<file path="src/rtl/register_file_mp.sv">
`default_nettype none
// ============================================================================
//  Module      : register_file_mp
//  Description : Multi-read-port register file. It sweeps itself to zero
//                after reset. Entry 0 always reads 0. Reads are combinational.
//                Defining REGFILE_BYPASS_EN forwards same-cycle write data to
//                a read port that addresses the entry being written.
//  Revision    : 1.0 - initial release
// ============================================================================
module register_file_mp #(
    parameter int DATA_W = 32,
    parameter int ADDR_W = 5,
    parameter int NREAD  = 2
) (
    input  logic                    Clk,
    input  logic                    Reset_n,
    input  logic [NREAD*ADDR_W-1:0] ReadReg,
    output logic [NREAD*DATA_W-1:0] ReadData,
    input  logic [ADDR_W-1:0]       WriteReg,
    input  logic [DATA_W-1:0]       WriteData,
    input  logic                    RegWrite,
    output logic                    Ready
);

    localparam int                c_DEPTH       = 2 ** ADDR_W;
    localparam logic [0:0]        c_STATE_CLEAR = 1'b0;
    localparam logic [0:0]        c_STATE_READY = 1'b1;
    localparam logic [ADDR_W-1:0] c_FIRST_IDX   = ADDR_W'(1);
    localparam logic [ADDR_W-1:0] c_LAST_IDX    = ADDR_W'(c_DEPTH - 1);

    logic [0:0]        r_state;
    logic [ADDR_W-1:0] r_clrPtr;
    logic              w_writeEn;
    logic [DATA_W-1:0] w_entry [c_DEPTH];

    always_ff @(posedge Clk) begin
        if (!Reset_n) begin
            r_state  <= c_STATE_CLEAR;
            r_clrPtr <= c_FIRST_IDX;
        end else if (r_state == c_STATE_CLEAR) begin
            r_clrPtr <= r_clrPtr + ADDR_W'(1);
            if (r_clrPtr == c_LAST_IDX) begin
                r_state <= c_STATE_READY;
            end
        end
    end

    assign Ready     = (r_state == c_STATE_READY);
    assign w_writeEn = Ready && RegWrite && (WriteReg != '0);

    // Entry 0 has no storage; the sweep therefore only visits 1..DEPTH-1.
    for (genvar i = 0; i < c_DEPTH; i++) begin : g_entry
        if (i == 0) begin : g_zero
            assign w_entry[i] = '0;
        end else begin : g_reg
            logic [DATA_W-1:0] r_q;
            always_ff @(posedge Clk) begin
                if (!Reset_n) begin
                    r_q <= r_q;
                end else if ((r_state == c_STATE_CLEAR) && (r_clrPtr == ADDR_W'(i))) begin
                    r_q <= '0;
                end else if (w_writeEn && (WriteReg == ADDR_W'(i))) begin
                    r_q <= WriteData;
                end
            end
            assign w_entry[i] = r_q;
        end
    end

    for (genvar p = 0; p < NREAD; p++) begin : g_rdPort
        logic [ADDR_W-1:0] w_addr;
        logic [DATA_W-1:0] w_data;
        assign w_addr = ReadReg[p*ADDR_W +: ADDR_W];
`ifdef REGFILE_BYPASS_EN
        assign w_data = (w_writeEn && (WriteReg == w_addr)) ? WriteData : w_entry[w_addr];
`else
        assign w_data = w_entry[w_addr];
`endif
        assign ReadData[p*DATA_W +: DATA_W] = Ready ? w_data : '0;
    end

endmodule
`default_nettype wire

</file>
<file path="config.mk">
export PLATFORM = sky130hd
export DESIGN_NAME = register_file_mp
export DESIGN_NICKNAME = d
export VERILOG_FILES = /design/src/rtl/register_file_mp.sv
export SDC_FILE = /design/constraint.sdc
export NUM_CORES = 2
export LEC_CHECK = 0
export CAP_MARGIN = 20
export CORE_ASPECT_RATIO = 0.9
export CORE_MARGIN = 2
export CORE_UTILIZATION = 43
export DETAILED_ROUTE_END_ITERATION = 10
export GPL_TIMING_DRIVEN = 0
export PLACE_DENSITY = 0.57
export SLEW_MARGIN = 20
export SYNTH_ARGS = -nofsm -noshare
export SYNTH_HDL_FRONTEND = slang
export SYNTH_SLANG_ARGS = --single-unit
export TNS_END_PERCENT = 100
</file>
<file path="constraint.sdc">
create_clock -name Clk -period 5.4 [get_ports Clk]
set_input_delay 1.08 -clock Clk [delete_from_list [all_inputs] [get_ports Clk]]
set_output_delay 1.08 -clock Clk [all_outputs]
set_load 0.1 [all_outputs]
</file>
==> implementation parameters <==
Parameter                              Value

Run status
  Outcome ... finished with violations
  Violated checks ... negative setup slack

Worst setup path
  Critical R2R Launch ... r_clrPtr[2]$_SDFFE_PN0N_
  Crit Path Class ... in -> out
  Required @ worst endpoint ... ~4.3 ns
  Beginning of the critical path ... ReadReg[3]
  CP max FO ... 10
  Critical path startpoint category ... primary input
  Arrival time at the worst endpoint ... approximately 4.4 ns
  Kind of end point of the critical path ... primary output
  Critical Path Sink ... ReadData[13]
  Worst reg2reg setup slack ... ~1.7 ns
  RR Endpoint ... g_entry[30].g_reg.r_q[5]$_SDFFCE_PP0P_
  Logic depth of the worst register-to-register path ... 5

Floorplanning
  Core area ... approximately 0.13 sq mm
  Die width ... 379 um
  Number of core rows ... between 100 and 150
  Top Ports ... 115
  Die height ... ~340 um
  Die footprint ... 0.129 sq mm
  Starting density of the core ... 0.434

Synth
  #FFs+latches synth ... approximately 1000
  Adder-cell area share of the yosys netlist ... 0.00138
  Yosys cell types ... 57
  Xor and xnor area share after synthesis ... 0.000483
  Area of the mapped netlist ... about 0.054 sq mm
  Synthesized-area fraction occupied by ao, oa, aoi and oai cells ... 0.0699
  Share of cell area taken by muxes after synthesis ... 0.202
  Post-Synthesis Net Count ... around 4000
  Post-synthesis sequential area ratio ... 0.550
  Warnings, synthesis ... 0
  Synth Area per Inst ... between 10 and 15 sq um
  Basic-gate share of the synthesized area counting and, or, nand and nor cells ... 0.139
  Largest family of logic cells by synthesized area ... multiplexers
  Mapped Cells ... 3920

Drt
  Total wire length ... ~210000 um
  Met1 WL ... between 80000 and 90000 um
  Pre-Repair DR Iteration Count ... 5
  Number of DRC violations after detailed routing ... 0
  DR WL met3 ... about 21000 um
  Max layer used ... met5
  Routed met2 length ... just over 90000 um
  First DRT Iteration DRCs ... 5063
  Routed via count divided by cell count ... approximately 6.3
  Total number of vias ... between 30000 and 40000
  Routed wirelength normalized by instance count ... ~36 um
  Post-detailed-route count of antenna-violating nets ... 0

Clocking
  CTS buffer count ... between 100 and 150
  Clock slew at the register clock pins of the worst setup and hold paths ... around 0.06 ns
  Num Clock Sinks ... between 900 and 1000
  Buffer type at the clock tree root ... clkbuf_16
  Source-to-sink clock delay at the later pin of the worst-skew pair ... between 0.7 and 0.8 ns
  Clock tree from TritonCTS ... yes
  Longest Clk Path Bufs ... 3
  Number of H-tree levels ... 3

Pwr
  Overall power ... ~18 mW
  Leakage component of the power ... roughly 20 nW
  Power Density ... between 200 and 300 mW/mm^2
  Worst ir drop on vdd ... about 0.25 mV

Finish
  Relative area change from synthesis to final layout ... 13.6%
  Count of placed standard cells in the final layout, fillers left out ... a little under 6000
  Number of nets in the final layout ... between 4000 and 5000
  Fill count ... around 11000
  Post-Route Utilization ... 0.493
  Fraction of final layout cells with drive strength greater than 1 ... 0.220
  Sequential cell area ... around 0.030 sq mm
  Multi-input gate area ... ~0.023 sq mm

Global routing
  Vias in the first global route ... approximately 37000
  Maximum number of pins on one net before global-route repair ... 33
  Total track usage ... 0.325
  Global-route wire length before repair ... 288000 um
  Antenna violations before repair ... 10
  Overflow after GRT ... 0

Timing
  Setup violation total in the final timing report ... 18
  Final Max Tran Viols ... 0
  Maximum clock frequency ... ~0.18 GHz
  Final period utilization ... 1.02
  Setup repair after global routing missed its margin ... yes
  Crit path time final ... about 5.5 ns
  Total count of hold-check failures in the final report ... 0
  Transition at the pin with the smallest max-transition slack ... approximately 1.4 ns
  Final hold slack ... between 0.6 and 0.7 ns
  Max Clock Skew ... ~0.026 ns
  Relative slew slack ... 0.0912
  Post-layout worst setup margin ... -0.110 ns

Placed design
  Number of buffer cells added on primary ports ... approximately 110
  Setup slack at placement ... -1.45 ns
  Final weighted congestion in routability-driven placement ... 0.944
  Count of placed standard cells including taps ... between 5000 and 6000
  Total half-perimeter wirelength after legalization and detailed placement ... 156000 um

Worst hold path
  Hold WC Path Type ... reg -> reg

Job
  Reported max-cap violation count ... 0
## worst min-delay path by stage
stage                        startpoint                        to  slack [ns]  cells past startpoint
3_5_place_dp   r_clrPtr[0]$_SDFFE_PN1N_  r_clrPtr[0]$_SDFFE_PN1N_        0.58                      2
2_1_floorplan  r_clrPtr[0]$_SDFFE_PN1N_  r_clrPtr[0]$_SDFFE_PN1N_        0.53                      2
6_report       r_clrPtr[1]$_SDFFE_PN0N_  r_clrPtr[1]$_SDFFE_PN0N_        0.61                      2
4_1_cts        r_clrPtr[0]$_SDFFE_PN1N_  r_clrPtr[0]$_SDFFE_PN1N_        0.60                      2
5_1_grt        r_clrPtr[0]$_SDFFE_PN1N_  r_clrPtr[0]$_SDFFE_PN1N_        0.64                      2
3_3_place_gp   r_clrPtr[0]$_SDFFE_PN1N_  r_clrPtr[0]$_SDFFE_PN1N_        0.58                      2
## metal layers
metal | vias to the layer above | track usage
li1 | 15400 | -
met1 | 19400 | 0.455
met2 | 2257 | 0.480
met3 | 425 | 0.0760
met4 | 10 | 0.149
met5 | - | 0
## layout by cell type (no fill, tap or decap), types with 11 or more instances in the layout
cell type | Yosys | layout
clkdlybuf4s15_2 | 0 | 25
a221oi_1 | 57 | 57
clkdlybuf4s50_1 | 0 | 43
o22ai_1 | 29 | 29
and2_1 | 559 | 548
buf_2 | 87 | 100
nand3_1 | 19 | 19
o221ai_1 | 63 | 63
o31a_1 | 28 | 28
nor2b_1 | 462 | 461
buf_16 | 0 | 15
clkinv_1 | 1 | 25
a211oi_1 | 30 | 30
a31o_2 | 23 | 23
buf_6 | 23 | 24
buf_12 | 1 | 14
clkbuf_1 | 270 | 280
nor3_2 | 0 | 22
a21oi_1 | 97 | 95
mux2_2 | 109 | 109
nor3_1 | 33 | 11
o21ai_0 | 37 | 37
clkbuf_16 | 0 | 109
a22oi_1 | 30 | 30
edfxtp_1 | 992 | 992
clkbuf_2 | 1 | 21
o221a_2 | 16 | 16
buf_4 | 37 | 52
mux4_2 | 324 | 324
nor2_1 | 84 | 83
o221a_1 | 13 | 13
mux2i_1 | 246 | 246
nand2_1 | 117 | 117
a21o_1 | 29 | 29
clkinv_2 | 0 | 12
## what timing repair did
item,in CTS,in global routing
endpoints found under the setup margin,64,31
pin swaps,1,0
hold buffers,0,0
gates resized for setup,296,27
setup buffers,2,0
## cells in the mapped netlist, drive strengths merged
| cell type | n | area [sq um] |
|---|---|---|
| buf | 154 | 1030 |
| mux2 | 109 | 1230 |
| nand2 | 117 | 439 |
| a2111oi | 2 | 18.8 |
| a21o | 29 | 218 |
| nand3b | 2 | 15.0 |
| o21a | 19 | 143 |
| o31ai | 3 | 22.5 |
| nand4 | 3 | 18.8 |
| a21oi | 97 | 485 |
| a21boi | 6 | 45.0 |
| a31oi | 3 | 18.8 |
| mux2i | 246 | 2460 |
| a211oi | 30 | 225 |
| a22oi | 30 | 225 |
| o31a | 28 | 245 |
| xor2 | 1 | 8.76 |
| o221a | 29 | 327 |
| o311ai | 1 | 8.76 |
| mux4 | 324 | 7300 |
| o22ai | 29 | 181 |
| a221oi | 61 | 559 |
| inv | 7 | 26.3 |
| o221ai | 63 | 552 |
| a31o | 29 | 254 |
| and2 | 559 | 3500 |
| nor3b | 1 | 7.51 |
| edfxtp | 992 | 29800 |
| clkbuf | 271 | 1020 |
| o21ai | 39 | 195 |
| nor2b | 462 | 2890 |
| clkinv | 1 | 3.75 |
| o211ai | 1 | 7.51 |
| nor2 | 85 | 322 |
| a221o | 7 | 70.1 |
| nand3 | 20 | 105 |
| nor3 | 33 | 165 |
| and3 | 5 | 31.3 |
| dfxtp | 6 | 120 |
| and3b | 1 | 8.76 |
| ha | 6 | 75.1 |
| nand2b | 7 | 43.8 |
| xnor2 | 2 | 17.5 |
## metrics by stage
| stage | setup TNS, ns | area (sq um) |
|---|---|---|
| detailed placement | -71.74 | 58500 |
| finish | -0.859 | 61800 |
| global placement | -623.24 | 57600 |
| floorplan | 0 | 54400 |
| CTS | 0 | 61800 |
| global route | -0.0508 | 61800 |
## kinds of logic (layout without fill, tap and decap cells)
group | count (synthesis) | after routing
flip-flops | 998 | 998
AO/OA/AOI/OAI | 506 | 506
XOR/XNOR | 3 | 3
adder cells (fa/ha/maj) | 6 | 6
other | 0 | 1
AND/OR/NAND/NOR | 1295 | 1295
buffers and inverters | 433 | 759
multiplexers | 679 | 679
## power breakdown
group	switching, mW	total (mW)	internal [mW]
clock	3.25	7.22	3.97
sequential	0.0275	8.64	8.61
combinational	1.20	1.97	0.772
## cell type report
cell class                 count  share of cell area
sequential                   998               0.484
multi-input combinational   2489               0.368
clock buffer                 137              0.0458
tap                         1687              0.0341
buffer                       425              0.0338
timing repair buffer         138              0.0271
clock inverter                51             0.00698
inverter                       8            0.000506
antenna                        1           0.0000405
## worst max-delay path, cell delays in order
cell,delay (ns)
clkdlybuf4s50_1,0.49
clkbuf_2,0.30
nand3_4,0.35
buf_2,0.39
o221ai_1,0.27
a21oi_1,0.60
o31a_1,0.33
clkdlybuf4s15_2,0.58
## registers in the layout, summed over array words and instances (netlist names)
name / cells
r_clrPtr: 5
Ready: 1
g_entry.g_reg.r_q: 992
(Power assumes the default switching activity.)
